<file path="src/rtl/ram_ctrl_pkg.sv">
// Shared types, default widths and bus-slicing helper for the RAM access arbiter.
package ram_ctrl_pkg;

    typedef enum logic [1:0] {
        IDLE  = 2'd0,
        ISSUE = 2'd1,
        RESP  = 2'd2
    } state_e;

    localparam int unsigned ADDR_W_DEF = 8;
    localparam int unsigned DATA_W_DEF = 4;
    localparam int unsigned DEPTH_DEF  = 128;
    localparam int unsigned MAX_BUS_W  = 256;

    // Returns field idx of width w from a packed bus, zero-extended to 32 bits.
    function automatic logic [31:0] slice_of(input logic [MAX_BUS_W-1:0] bus,
                                             input int unsigned idx,
                                             input int unsigned w);
        logic [MAX_BUS_W-1:0] shifted;
        logic [31:0]          mask;
        shifted = bus >> (idx * w);
        mask    = (w >= 32) ? '1 : ((32'd1 << w) - 32'd1);
        return shifted[31:0] & mask;
    endfunction

endpackage

</file>
<file path="src/rtl/rr_arbiter.sv">
// Combinational round-robin picker: first set request after the pointer, wrapping.
module rr_arbiter #(
    parameter int unsigned NUM_REQ = 2,
    parameter int unsigned IDX_W   = 1
) (
    input  logic [NUM_REQ-1:0] req_i,
    input  logic [IDX_W-1:0]   ptr_i,
    output logic [NUM_REQ-1:0] gnt_o,
    output logic [IDX_W-1:0]   gnt_idx_o,
    output logic               gnt_any_o
);

    logic [IDX_W-1:0] cand;

    always_comb begin
        gnt_o     = '0;
        gnt_idx_o = '0;
        gnt_any_o = 1'b0;
        cand      = '0;
        for (int unsigned k = 1; k <= NUM_REQ; k++) begin
            cand = IDX_W'((32'(ptr_i) + k) % NUM_REQ);
            if (!gnt_any_o && req_i[cand]) begin
                gnt_any_o   = 1'b1;
                gnt_o[cand] = 1'b1;
                gnt_idx_o   = cand;
            end
        end
    end

endmodule

</file>
<file path="src/rtl/ram_arbiter.sv">
// Round-robin controller sharing one single-port RAM between NUM_REQ requesters.
// state | meaning
// IDLE  | arbitrate, accept one command, latch it
// ISSUE | drive RAM enable with the latched command
// RESP  | one-cycle response (read data, write ack or address error)
module ram_arbiter
    import ram_ctrl_pkg::*;
#(
    parameter int unsigned NUM_REQ = 2,
    parameter int unsigned ADDR_W  = ADDR_W_DEF,
    parameter int unsigned DATA_W  = DATA_W_DEF,
    parameter int unsigned DEPTH   = DEPTH_DEF
) (
    input  logic                      clk,
    input  logic                      rst,
    input  logic [NUM_REQ-1:0]        req_valid,
    output logic [NUM_REQ-1:0]        req_ready,
    input  logic [NUM_REQ-1:0]        req_rw,
    input  logic [NUM_REQ*ADDR_W-1:0] req_addr,
    input  logic [NUM_REQ*DATA_W-1:0] req_wdata,
    output logic [NUM_REQ-1:0]        rsp_valid,
    output logic [DATA_W-1:0]         rsp_rdata,
    output logic                      rsp_err,
    output logic                      ram_en,
    output logic                      ram_rw,
    output logic [ADDR_W-1:0]         ram_addr,
    output logic [DATA_W-1:0]         ram_wdata,
    input  logic [DATA_W-1:0]         ram_rdata
);

    localparam int unsigned IDX_W = (NUM_REQ > 1) ? $clog2(NUM_REQ) : 1;

    state_e            state_q, state_d;
    logic [IDX_W-1:0]  ptr_q, ptr_d;
    logic [IDX_W-1:0]  gidx_q, gidx_d;
    logic              rw_q, rw_d;
    logic              err_q, err_d;
    logic [ADDR_W-1:0] addr_q, addr_d;
    logic [DATA_W-1:0] wdata_q, wdata_d;

    logic [NUM_REQ-1:0] gnt;
    logic [IDX_W-1:0]   gnt_idx;
    logic               gnt_any;
    logic [ADDR_W-1:0]  sel_addr;
    logic [DATA_W-1:0]  sel_wdata;
    logic               sel_rw;
    logic               sel_legal;

    rr_arbiter #(
        .NUM_REQ (NUM_REQ),
        .IDX_W   (IDX_W)
    ) u_rr_arbiter (
        .req_i     (req_valid),
        .ptr_i     (ptr_q),
        .gnt_o     (gnt),
        .gnt_idx_o (gnt_idx),
        .gnt_any_o (gnt_any)
    );

    always_comb begin
        sel_addr  = ADDR_W'(slice_of(MAX_BUS_W'(req_addr), 32'(gnt_idx), ADDR_W));
        sel_wdata = DATA_W'(slice_of(MAX_BUS_W'(req_wdata), 32'(gnt_idx), DATA_W));
        sel_rw    = req_rw[gnt_idx];
        sel_legal = 64'(sel_addr) < 64'(DEPTH);
    end

    always_comb begin
        state_d   = state_q;
        ptr_d     = ptr_q;
        gidx_d    = gidx_q;
        rw_d      = rw_q;
        err_d     = err_q;
        addr_d    = addr_q;
        wdata_d   = wdata_q;
        req_ready = '0;
        rsp_valid = '0;
        rsp_rdata = '0;
        rsp_err   = 1'b0;
        ram_en    = 1'b0;
        case (state_q)
            IDLE: begin
                if (gnt_any) begin
                    req_ready = gnt;
                    ptr_d     = gnt_idx;
                    gidx_d    = gnt_idx;
                    rw_d      = sel_rw;
                    addr_d    = sel_addr;
                    wdata_d   = sel_wdata;
                    err_d     = !sel_legal;
                    state_d   = sel_legal ? ISSUE : RESP;
                end
            end
            ISSUE: begin
                ram_en  = 1'b1;
                state_d = RESP;
            end
            RESP: begin
                rsp_valid[gidx_q] = 1'b1;
                rsp_err           = err_q;
                rsp_rdata         = (rw_q || err_q) ? '0 : ram_rdata;
                state_d           = IDLE;
            end
            default: state_d = IDLE;
        endcase
        // State is already IDLE during reset, but the grant is combinational.
        if (rst) begin
            req_ready = '0;
        end
    end

    always_ff @(posedge clk or posedge rst) begin
        if (rst) begin
            state_q <= IDLE;
            ptr_q   <= IDX_W'(NUM_REQ - 1);
            gidx_q  <= '0;
            rw_q    <= 1'b0;
            err_q   <= 1'b0;
            addr_q  <= '0;
            wdata_q <= '0;
        end else begin
            state_q <= state_d;
            ptr_q   <= ptr_d;
            gidx_q  <= gidx_d;
            rw_q    <= rw_d;
            err_q   <= err_d;
            addr_q  <= addr_d;
            wdata_q <= wdata_d;
        end
    end

    assign ram_rw    = rw_q;
    assign ram_addr  = addr_q;
    assign ram_wdata = wdata_q;

endmodule

</file>
<file path="config.mk">
export PLATFORM = sky130hd
export DESIGN_NAME = ram_arbiter
export DESIGN_NICKNAME = d
export VERILOG_FILES = /design/src/rtl/ram_ctrl_pkg.sv /design/src/rtl/rr_arbiter.sv /design/src/rtl/ram_arbiter.sv
export SDC_FILE = /design/constraint.sdc
export NUM_CORES = 1
export LEC_CHECK = 0
export ABC_AREA = 1
export CAP_MARGIN = 10
export CORE_ASPECT_RATIO = 0.8
export CORE_UTILIZATION = 40
export DETAILED_ROUTE_END_ITERATION = 10
export PLACE_DENSITY = 0.84
export SKIP_CTS_REPAIR_TIMING = 1
export SYNTH_ARGS = -nofsm -noshare
export SYNTH_HDL_FRONTEND = slang
export SYNTH_SLANG_ARGS = --single-unit
</file>
<file path="constraint.sdc">
create_clock -name clk -period 3.3 [get_ports clk]
set_clock_uncertainty 0.1 [all_clocks]
set_input_delay 0.495 -clock clk [delete_from_list [all_inputs] [get_ports clk]]
set_output_delay 0.495 -clock clk [all_outputs]
set_load 0.02 [all_outputs]
</file>
== Word level (Yosys, flattened, before mapping) ==
Index checks and enable logic that the tools add are counted.

* $add $sub $neg: 2
* Multipliers: 0
* Div/mod/pow operators: 0
* Order comparisons: 8
* Eq/ne operators: 3
* Shift operators: 2
* Multiplexer cells: 29
* Bitwise operators: 1
* Reductions and logical operators: 9

{| class="wikitable"
|+ Operator list
! cell !! count
|-
| 2-bit 2-to-1 mux || 8
|-
| 16-bit by 4-bit right shift with 8-bit output || 1
|-
| 1-bit 2-to-1 mux || 15
|-
| 1-bit by 2-bit less-than comparator with 1-bit output (second input constant) || 4
|-
| 8-bit less-than comparator (second input constant) || 1
|-
| 4-bit 2-to-1 mux || 2
|-
| 8-bit by 3-bit right shift with 4-bit output || 1
|-
| 1-bit logical AND || 4
|-
| 2-bit one-hot mux with 2 select lines || 1
|-
| 1-bit demux with 1-bit select || 3
|-
| 1-bit >= comparator (second input constant) || 3
|-
| 1-bit adder (second input constant) || 2
|-
| 2-bit by 1-bit == test with 1-bit output (second input constant) || 1
|-
| 2-bit == test (second input constant) || 1
|-
| 1-bit logical NOT || 2
|-
| 2-bit logical NOT || 1
|-
| 2-bit inequality test (second input constant) || 1
|-
| 2-bit bitwise OR || 1
|-
| 2-bit AND reduction || 1
|-
| 1-bit logical OR || 1
|}

* Register bits: 18
* Latch bits: 0
* Memory bits (writable): 0
* Memory bits (read-only): 0
* Memories: 0

== Logic depth before layout (Yosys ltp) ==
Gate-level depths: netlist of the first run.

* Word-level depth: 12
* Mapped depth: 7
* Mapped depth without buffers: 6

== By module ==
Synthesis of the first run repeated with hierarchy kept, for this count alone.

* Cell total of the unflattened synthesis: 145
* Area, all modules: 1,049.8 um^2

{| class="wikitable"
|+ Modules (own cells, without submodules)
! module !! times used !! cells an instance !! area each (um^2) !! sequential area each (um^2)
|-
| ram_arbiter || 1 || 138 || 1,019.7 || 426.7
|-
| rr_arbiter || 1 || 7 || 30.0 || 0.0
|}

== Worst setup path after synthesis of the first run ==
Ideal clock, no wire load.

* Kind: input port to output port
* Start point: in rst
* End point: out req_ready[0]
* Arrival: 1.387 ns
* Required time: 2.705 ns
* Setup slack: 1.318 ns
* Stages on the path: 3
* Path buffers: 0
* Path through: inv_1 > nand4_1 > a21oi_1

* Word-level cells in the longest chain between the ends: 1

{| class="wikitable"
|+ RTL lines
! element !! line !! text
|-
| start: declaration || ram_arbiter.sv:15 || <nowiki>input logic rst,</nowiki>
|-
| 2-bit 2-to-1 mux || ram_arbiter.sv:106 || <nowiki>if (rst) begin</nowiki>
|-
| end: declaration || ram_arbiter.sv:17 || <nowiki>output logic [NUM_REQ-1:0] req_ready,</nowiki>
|}

Every way passes these cells.

== Worst setup path after layout of the first run ==
* Start point: in req_valid[0]
* End point: out req_ready[1]

* Word-level cells in the longest chain between the ends: 9

{| class="wikitable"
|+ RTL lines
! element !! line !! text
|-
| start: declaration || ram_arbiter.sv:16 || <nowiki>input logic [NUM_REQ-1:0] req_valid,</nowiki>
|-
| 1-bit 2-to-1 mux (implied by the code) (2 in series) || rr_arbiter.sv:22 || <nowiki>if (!gnt_any_o && req_i[cand]) begin</nowiki>
|-
| 1-bit 2-to-1 mux || rr_arbiter.sv:22 ||
|-
| 1-bit logical NOT || rr_arbiter.sv:22 ||
|-
| 1-bit logical AND || rr_arbiter.sv:22 ||
|-
| 2-bit 2-to-1 mux or 1-bit 2-to-1 mux (tied branches) || rr_arbiter.sv:22 ||
|-
| 2-bit 2-to-1 mux * || ram_arbiter.sv:82 || <nowiki>if (gnt_any) begin</nowiki>
|-
| 2-bit 2-to-1 mux * || ram_arbiter.sv:80 || <nowiki>case (state_q)</nowiki>
|-
| 2-bit 2-to-1 mux * || ram_arbiter.sv:106 ||
|}

Every way passes the cells marked *; elsewhere a longest branch is shown, timed or not. The select of a mux whose other input is x is not followed.

==> summary.txt, run 1 <==
Global route
  – Global Route Usage Sum: 22.4%
  – Largest net degree at the start of global routing: 18
  – Initial antenna violation count: 0
  – Gr ovfl total: 0
  – Vias in the first global route: 1058
  – First-pass GRT wire length: 4.42 mm

STA
  – Worst-margin pin slew: 0.286 ns
  – RSZ-0062 raised after global routing: false
  – Highest Clock Rate: 352 MHz
  – Final setup vio count: 0
  – Final Cycle Share: 86.0%
  – Fin. max-slew vios: 0
  – Setup TNS: 0 ns
  – Relative slew slack: 80.8%
  – Final Hold Violating Endpoints: 0
  – Setup WS post-layout: 0.462 ns
  – Min Tclk post-route: 2.84 ns

Critical path
  – R2r setup slk: 1.82 ns
  – RR Startpoint: ptr_q$_DFFE_PP1P_
  – Critical Path End Type: output port
  – Required @ worst endpoint: 2.70 ns
  – Worst Setup SP: req_valid[0]
  – Crit path DAT: 2.24 ns
  – Critical path class: in2out
  – Critical Path Source Type: primary input
  – CP max FO: 15

Logic synthesis
  – Cell taking the most area after synthesis: dfrtp_1
  – Synth top area cells: dfrtp_1, nand2_1, nand3_1
  – Yosys warning total: 0
  – Mapped Nets: 169
  – Post-synth EDFFs: 0
  – Top_reg_cell synth: dfrtp_1
  – Yosys top cell area share: 40.4%
  – Synth Area per Inst: 7.35 µm²
  – #FFs+latches synth: 17
  – Synthesized area: 992 µm²
  – Register area share after synthesis: 43.0%
  – Post-synthesis async set-or-reset flop share: 100%
  – Synth cell types: 21
  – Post-Synthesis Cells: 135

Outcome
  – Failing checks: design-rule violations
  – Outcome: finished with violations

Drt
  – DRT Pass-1 Iters: 7
  – Via-per-instance ratio: 4.89
  – Drt wl/cell: 12.4 µm
  – DR DRC count: 3
  – Initial DRC count: 15
  – Antenna-violating nets left: 0
  – Routed WL: 2.66 mm
  – Via count: 1052

Placement
  – PortBufs: 56
  – # placed instances: 211
  – GP Congestion: 0.797
  – Post-DP HPWL: 2.07 mm
  – Pre-CTS WS: 0.469 ns

Power
  – Clk pwr share: 10.5%
  – P_int: 645 µW
  – Total Power: 1.15 mW
  – Net switching power: 505 µW
  – Leak Pwr: 0.761 nW
  – Comb pwr share: 57.5%
  – Max IR drop VDD: 0.351 mV
  – Sw frac: 43.9%
  – Cell Pwr Density: 734 nW/µm²
  – Fraction of power consumed by sequential logic: 32.0%

Clock network
  – Clock Path Buffers: 2
  – Total CTS buffers: 3
  – Clock slew at reported path FFs: 0.11 ns
  – CTS Root Cell: clkbuf_4
  – CTS HTree Levels: 1
  – Skew-Pair Late Insertion Delay: 0.30 ns
  – CTS tree: built
  – CTS Sinks: 17

Finish
  – Fill count: 192
  – ANT cells: 0
  – Synth-to-Final Area Change: 57.9%
  – Area of the multi-input gates: 467 µm²
  – Share of cells above drive strength 1: 8.42%
  – Leading cell type in the layout, fill and taps excluded: nand2_1
  – Final cell count without fillers: 215
  – Finished Core Util: 69.6%
  – NumNets Final: 225
  – Most frequent cells in the layout: nand2_1, clkdlybuf4s50_1, dfrtp_1, nand3_1, inv_1
  – FF/Latch Area: 427 µm²

Die
  – Die Width: 57.7 µm
  – Die Y: 46.5 µm
  – Core area: 2250 µm²
  – Starting Density: 44.1%
  – I/O pin count: 57
  – Site Rows: 15
  – Die ar.: 2680 µm²

Worst hold path
  – HP Start: ram_wdata[0]$_DFFE_PP0P_
  – Hold Path Class: reg2reg

Run
  – Maxcap violations: 0
[final timing paths]
kind | end | cells after the start
setup / recovery | req_ready[1] | 5
hold / removal | ram_wdata[0]$_DFFE_PP0P_ | 2
setup reg to reg | state_q[1]$_DFFE_PP0P_ | 5
hold reg to reg | ram_wdata[0]$_DFFE_PP0P_ | 2
max in group asynchronous | ptr_q$_DFFE_PP1P_ | 3
min in group asynchronous | ram_addr[4]$_DFFE_PP0P_ | 3
[critical path, stage by stage]
cell             delay [ns]
clkdlybuf4s50_1        0.50
nand2_2                0.28
nand4_1                0.19
nor2_1                 0.16
clkdlybuf4s50_1        0.62
[metrics by stage]
stage,hold slack [ns],instance area [µm²]
after floorplan,0.329,992
after global placement,0.365,1540
after detailed placement,0.365,1540
after CTS,0.392,1570
after global routing,0.420,1570
final,0.386,1570
[kinds of logic after synthesis]
family / share of synthesized area, %
simple gates: 44.6
buf+inv: 9.96
flops: 43.0
compound gates: 2.40
[power by group through the flow]
stage                     combinational (mW)  clock, mW  sequential, mW
after global placement                 0.649          0           0.366
after CTS                              0.667      0.120           0.369
final                                  0.661      0.121           0.368
after floorplan                        0.316          0           0.448
after global routing                   0.724      0.130           0.384
after detailed placement               0.665          0           0.370
[final cells by class]
class	instances	area share, %
sequential	17	27.2
clock buffer	3	1.44
multi-input combinational	102	29.8
timing repair buffer	58	36.7
tap	25	2.00
clock inverter	1	0.479
inverter	9	2.32
[sequential cells by signal, indices dropped and copies added (netlist names)]
| name | flops |
|---|---|
| ram_wdata | 4 |
| ram_rw | 1 |
| state_q | 2 |
| gidx_q | 1 |
| err_q | 1 |
| ram_addr | 7 |
| ptr_q | 1 |
[Yosys cell counts (2+ instances only)]
master	instances
o21ai_0	2
nand3_1	14
buf_6	4
inv_1	7
nor3b_1	4
buf_2	2
nor2_1	6
nand2_1	65
nand2_2	3
nand4_1	2
dfrtp_1	16
[routing by layer]
| layer | share of wire, % | track usage, % | wire length [µm] |
|---|---|---|---|
| met3 | 4.8 | 3.93 | 128 |
| met4 | 1.2 | 8.57 | 32 |
| met2 | 52 | 41.2 | 1380 |
| met5 | 0 | 0 | 0 |
| met1 | 42 | 26.8 | 1120 |
Power figures use the tool's default switching activity.
==> run 2: changes to the inputs <==
Settings changed: CTS_CLUSTER_DIAMETER set to 120.
==> results of run 2 <==
Final layout, timing and power as in run 1 (identical DEF).
